[config.mk]
export PLATFORM = sky130hd
export DESIGN_NAME = sel_scheduler
export DESIGN_NICKNAME = d
export VERILOG_FILES = /design/src/rtl/sel_scheduler.sv
export SDC_FILE = /design/constraint.sdc
export NUM_CORES = 1
export LEC_CHECK = 0
export BUFFER_PORTS_ARGS = -buffer_cell sky130_fd_sc_hd__buf_4
export CORE_ASPECT_RATIO = 0.8
export CORE_MARGIN = 2
export CORE_UTILIZATION = 53
export CTS_CLUSTER_SIZE = 30
export DETAILED_ROUTE_END_ITERATION = 16
export HOLD_SLACK_MARGIN = 0.15
export MAX_ROUTING_LAYER = met4
export PLACE_DENSITY = 0.73
export REMOVE_ABC_BUFFERS = 1
export SLEW_MARGIN = 10
export SYNTH_ARGS = -nofsm -noshare
export SYNTH_HDL_FRONTEND = slang
export SYNTH_SLANG_ARGS = --single-unit
[constraint.sdc]
create_clock -name ck -period 2.1 [get_ports ck]
set_input_delay 0.105 -clock ck [delete_from_list [all_inputs] [get_ports ck]]
set_output_delay 0.105 -clock ck [all_outputs]
set_load 0.1 [all_outputs]
[src/rtl/sel_scheduler.sv]
// Round-robin ownership of a shared one-hot decoder among 3 requesters; grant registered 1 cycle after req seen in IDLE.
// An ownership ends on done, on the owner's req dropping, or after MAXHOLD cycles; RELEASE+IDLE idle cycles follow.
module sel_scheduler #(
  parameter int MAXHOLD = 8,
  parameter int D1      = 1
) (
  input  logic       ck,
  input  logic       res,
  input  logic [2:0] req,
  input  logic       done,
  output logic [1:0] sel,
  output logic [3:0] gnt,
  output logic       busy,
  output logic       tout
);

  typedef enum logic [1:0] {
    IDLE    = 2'b00,
    GRANT   = 2'b01,
    RELEASE = 2'b10
  } state_t;

  localparam logic [7:0] HOLD_LAST = 8'(MAXHOLD - 1);

  // D1 only ever modelled a simulation output delay; outputs here change at the clock edge.
  if (D1 < 0) begin : g_d1_negative
  end

  state_t     state, state_nxt;
  logic [7:0] cnt, cnt_nxt;
  logic [1:0] last, last_nxt;
  logic [1:0] sel_nxt;
  logic [3:0] gnt_nxt;
  logic       busy_nxt, tout_nxt;
  logic [1:0] c0, c1, c2, winner;
  logic       win_vld, owner_req, expire;

  function automatic logic [1:0] rr_next(input logic [1:0] i);
    return (i >= 2'd2) ? 2'd0 : i + 2'd1;
  endfunction

  function automatic logic req_of(input logic [2:0] r, input logic [1:0] i);
    case (i)
      2'd0:    return r[0];
      2'd1:    return r[1];
      2'd2:    return r[2];
      default: return 1'b0;
    endcase
  endfunction

  // Search order starts just after the most recent owner.
  always_comb begin
    c0      = rr_next(last);
    c1      = rr_next(c0);
    c2      = rr_next(c1);
    win_vld = |req;
    winner  = c2;
    if (req_of(req, c0))      winner = c0;
    else if (req_of(req, c1)) winner = c1;
  end

  assign owner_req = req_of(req, sel);
  assign expire    = (cnt == HOLD_LAST);

  always_comb begin
    state_nxt = state;
    cnt_nxt   = 8'd0;
    last_nxt  = last;
    sel_nxt   = 2'b11;
    gnt_nxt   = 4'b1000;
    busy_nxt  = 1'b0;
    tout_nxt  = 1'b0;
    case (state)
      IDLE: begin
        if (win_vld) begin
          state_nxt = GRANT;
          sel_nxt   = winner;
          gnt_nxt   = 4'b0001 << winner;
          busy_nxt  = 1'b1;
        end
      end
      GRANT: begin
        if (done || !owner_req || expire) begin
          state_nxt = RELEASE;
          last_nxt  = sel;
          // done takes precedence over expiry
          tout_nxt  = expire && !done && owner_req;
        end else begin
          cnt_nxt  = cnt + 8'd1;
          sel_nxt  = sel;
          gnt_nxt  = gnt;
          busy_nxt = 1'b1;
        end
      end
      RELEASE: state_nxt = IDLE;
      default: state_nxt = IDLE;
    endcase
  end

  always_ff @(posedge ck or negedge res) begin
    if (!res) begin
      state <= IDLE;
      cnt   <= 8'd0;
      last  <= 2'd2;
      sel   <= 2'b11;
      gnt   <= 4'b1000;
      busy  <= 1'b0;
      tout  <= 1'b0;
    end else begin
      state <= state_nxt;
      cnt   <= cnt_nxt;
      last  <= last_nxt;
      sel   <= sel_nxt;
      gnt   <= gnt_nxt;
      busy  <= busy_nxt;
      tout  <= tout_nxt;
    end
  end

endmodule
==> impl_results.md <==
* Hold_buf cts at 2
* Area leader, netlist: dfrtp_1
* Routed met3 length at 68 um
* Largest net degree at the start of global routing at 21
* Cell Pwr Density at 1530 mW/mm^2
* Post-CTS Setup Bufs at 0
* Number of synthesized flops with an enable pin at 0
* Worst-path clk slew at 120 ps
* Starting density of the core at 0.559
* Hpwl dp at 1140 um
* Synth Instances at 81
* Distinct cells, synth at 30
* Area of the core at 0.00159 sq mm
* Die Y-Extent at 40.7 um
* R2R Setup Slk at 150 ps
* DRT Pass-1 Iters at 3
* Cell with the most instances after synthesis: dfrtp_1
* Drt wl/cell at 12.3 um
* Hold Fails Final Rpt at 0
* Die area at 0.00203 sq mm
* Post-route ant nets at 0
* Highest clock rate at 0.512 GHz
* Met2 wire len at 638 um
* Synth Register Bits at 20
* Clock buffer depth at 2
* Design Power at 0.00168 W
* Area delta synth->final at 23.3%
* CP startpoint kind: flop
* Dominant synthesized flop cell: dfrtp_1
* I/O pins at 14
* Clock sink count at 20
* PortBufs at 13
* RSZ-0062 raised after global routing: false
* Leak at 0.518 nW
* Hold Worst Slack at 195 ps
* Share of cells above drive strength 1 at 0.287
* Critical Path AT at 2140 ps
* Ys async rst share at 1.00
* Worst Path Class, Setup: flop to flop
* Vias per std cell at 5.10
* Residual DRC count at 0
* Setup tns final at 0 ps
* CP required at 2290 ps
* Vias in the first global route at 585
* Final-stage net count at 109
* Total track usage at 0.186
* Post-synthesis sequential area ratio at 0.567
* Clock root cell: clkbuf_4
* CP Max Fanout at 5
* Final Critical Period at 1950 ps
* Worst vdd ir at 0.00116 V
* Crit share post-route at 0.930
* Post-synth top area share at 0.449
* Mapped Avg Cell Area at 11.0 sq um
* Initial antenna violation count at 0
* Max-Slew Margin vs Limit at 0.729
* Slew @ Worst Pin at 400 ps
* Final Setup Violations at 0
* Netlist Area Pre-Place at 891 sq um
* Worst reg2reg path depth at 4
* Outcome: complete, no violations
* Clock H-tree levels at 1
* Drt total wl at 1510 um
* Num CTS Buffers at 3
* Yosys warns at 0
* Top routing layer used: met4
* Skew final at 10.7 ps
* Rows at 13
* Synth top cells by count: dfrtp_1, nor2_1, inv_1
* Max cap viols at 0
* Placer Congestion at 0.809
* Ant diodes at 0
* WL met1 at 789 um
* Synth top area cells: dfrtp_1, dfstp_2, nor2_1
* Initial drt markers at 6
* Chip Width at 49.8 um
* Slew Limit Fails at 0
* Remaining Overflow, GRT at 0
* First-pass GRT wire length at 2520 um
* Clock latency on the worst-skew pair at 300 ps
* TritonCTS clock tree: done
* Via count at 627
* Number of gates resized after CTS at 0
* HP Class: input pin to async pin
* Crit. End Element: flop
==> metrics by stage <==
step,instance area [sq um],std cells,util,setup slack (ps)
global placement,1030,117,0.644,206
floorplan,886,80,-,-36.4
detailed placement,1030,117,0.644,175
global route,1100,123,0.689,116
finish,1100,123,0.689,147
CTS,1100,123,0.689,146
==> final timing paths <==
check | from | endpoint
max in group asynchronous | res | last[1]
min | res | gnt[2]
max reg2reg | cnt[3] | last[0]
min reg2reg | cnt[0] | cnt[0]
max | cnt[3] | last[0]
min in group ck | req[0] | sel[0]
==> cells by family after synthesis <==
| logic type | after synthesis | synth area share |
|---|---|---|
| simple gates | 32 | 0.181 |
| mux | 3 | 0.0463 |
| flops | 20 | 0.567 |
| xor+xnor | 6 | 0.0590 |
| buf+inv | 7 | 0.0309 |
| compound gates | 12 | 0.101 |
| fa+ha+maj | 1 | 0.0140 |
==> flip-flops by register name, indices dropped and copies added (netlist names) <==
register,flops
busy,1
cnt,8
gnt,4
last,2
sel,2
state,2
tout,1
==> power breakdown <==
part,internal (W),total [W],switching [W]
logic,0.000225,0.000794,0.000570
clock network,0.000193,0.000308,0.000115
registers,0.000505,0.000576,0.0000703
==> cells in the final DEF, fill, tap and decap left out, types with 2 or more instances in the layout <==
cell	instances
nand3_1	5
mux2_4	2
nor3_1	2
dfstp_2	4
dfrtp_1	16
nand2_1	5
dlygate4sd3_1	2
o21a_1	2
clkbuf_4	3
inv_1	6
xor2_1	4
buf_4	15
xnor2_1	2
nor2_1	11
o22ai_1	3
nor2b_1	2
==> layout make-up <==
cell class              count  area, sq um
clock inverters             1         30.0
inverters                   6         22.5
well taps                  22         27.5
clock buffers               3         22.5
repair buffers             17          133
fillers                   142          495
multi-input cells          54          358
flip-flops and latches     20          505
==> metal layers <==
layer  vias up  global-route usage
met1       299               0.238
li1        316                   -
met2        10               0.283
met3         2              0.0766
met5         -                   -
met4         0              0.0417
==> worst max-delay path, stage by stage, from the launching register on <==
cell and delay [ps]:
dfrtp_1 440, or4_1 540, or3_4 350, a21bo_2 230, mux2_4 290
Note: power is estimated with default switching activity, not from simulation.
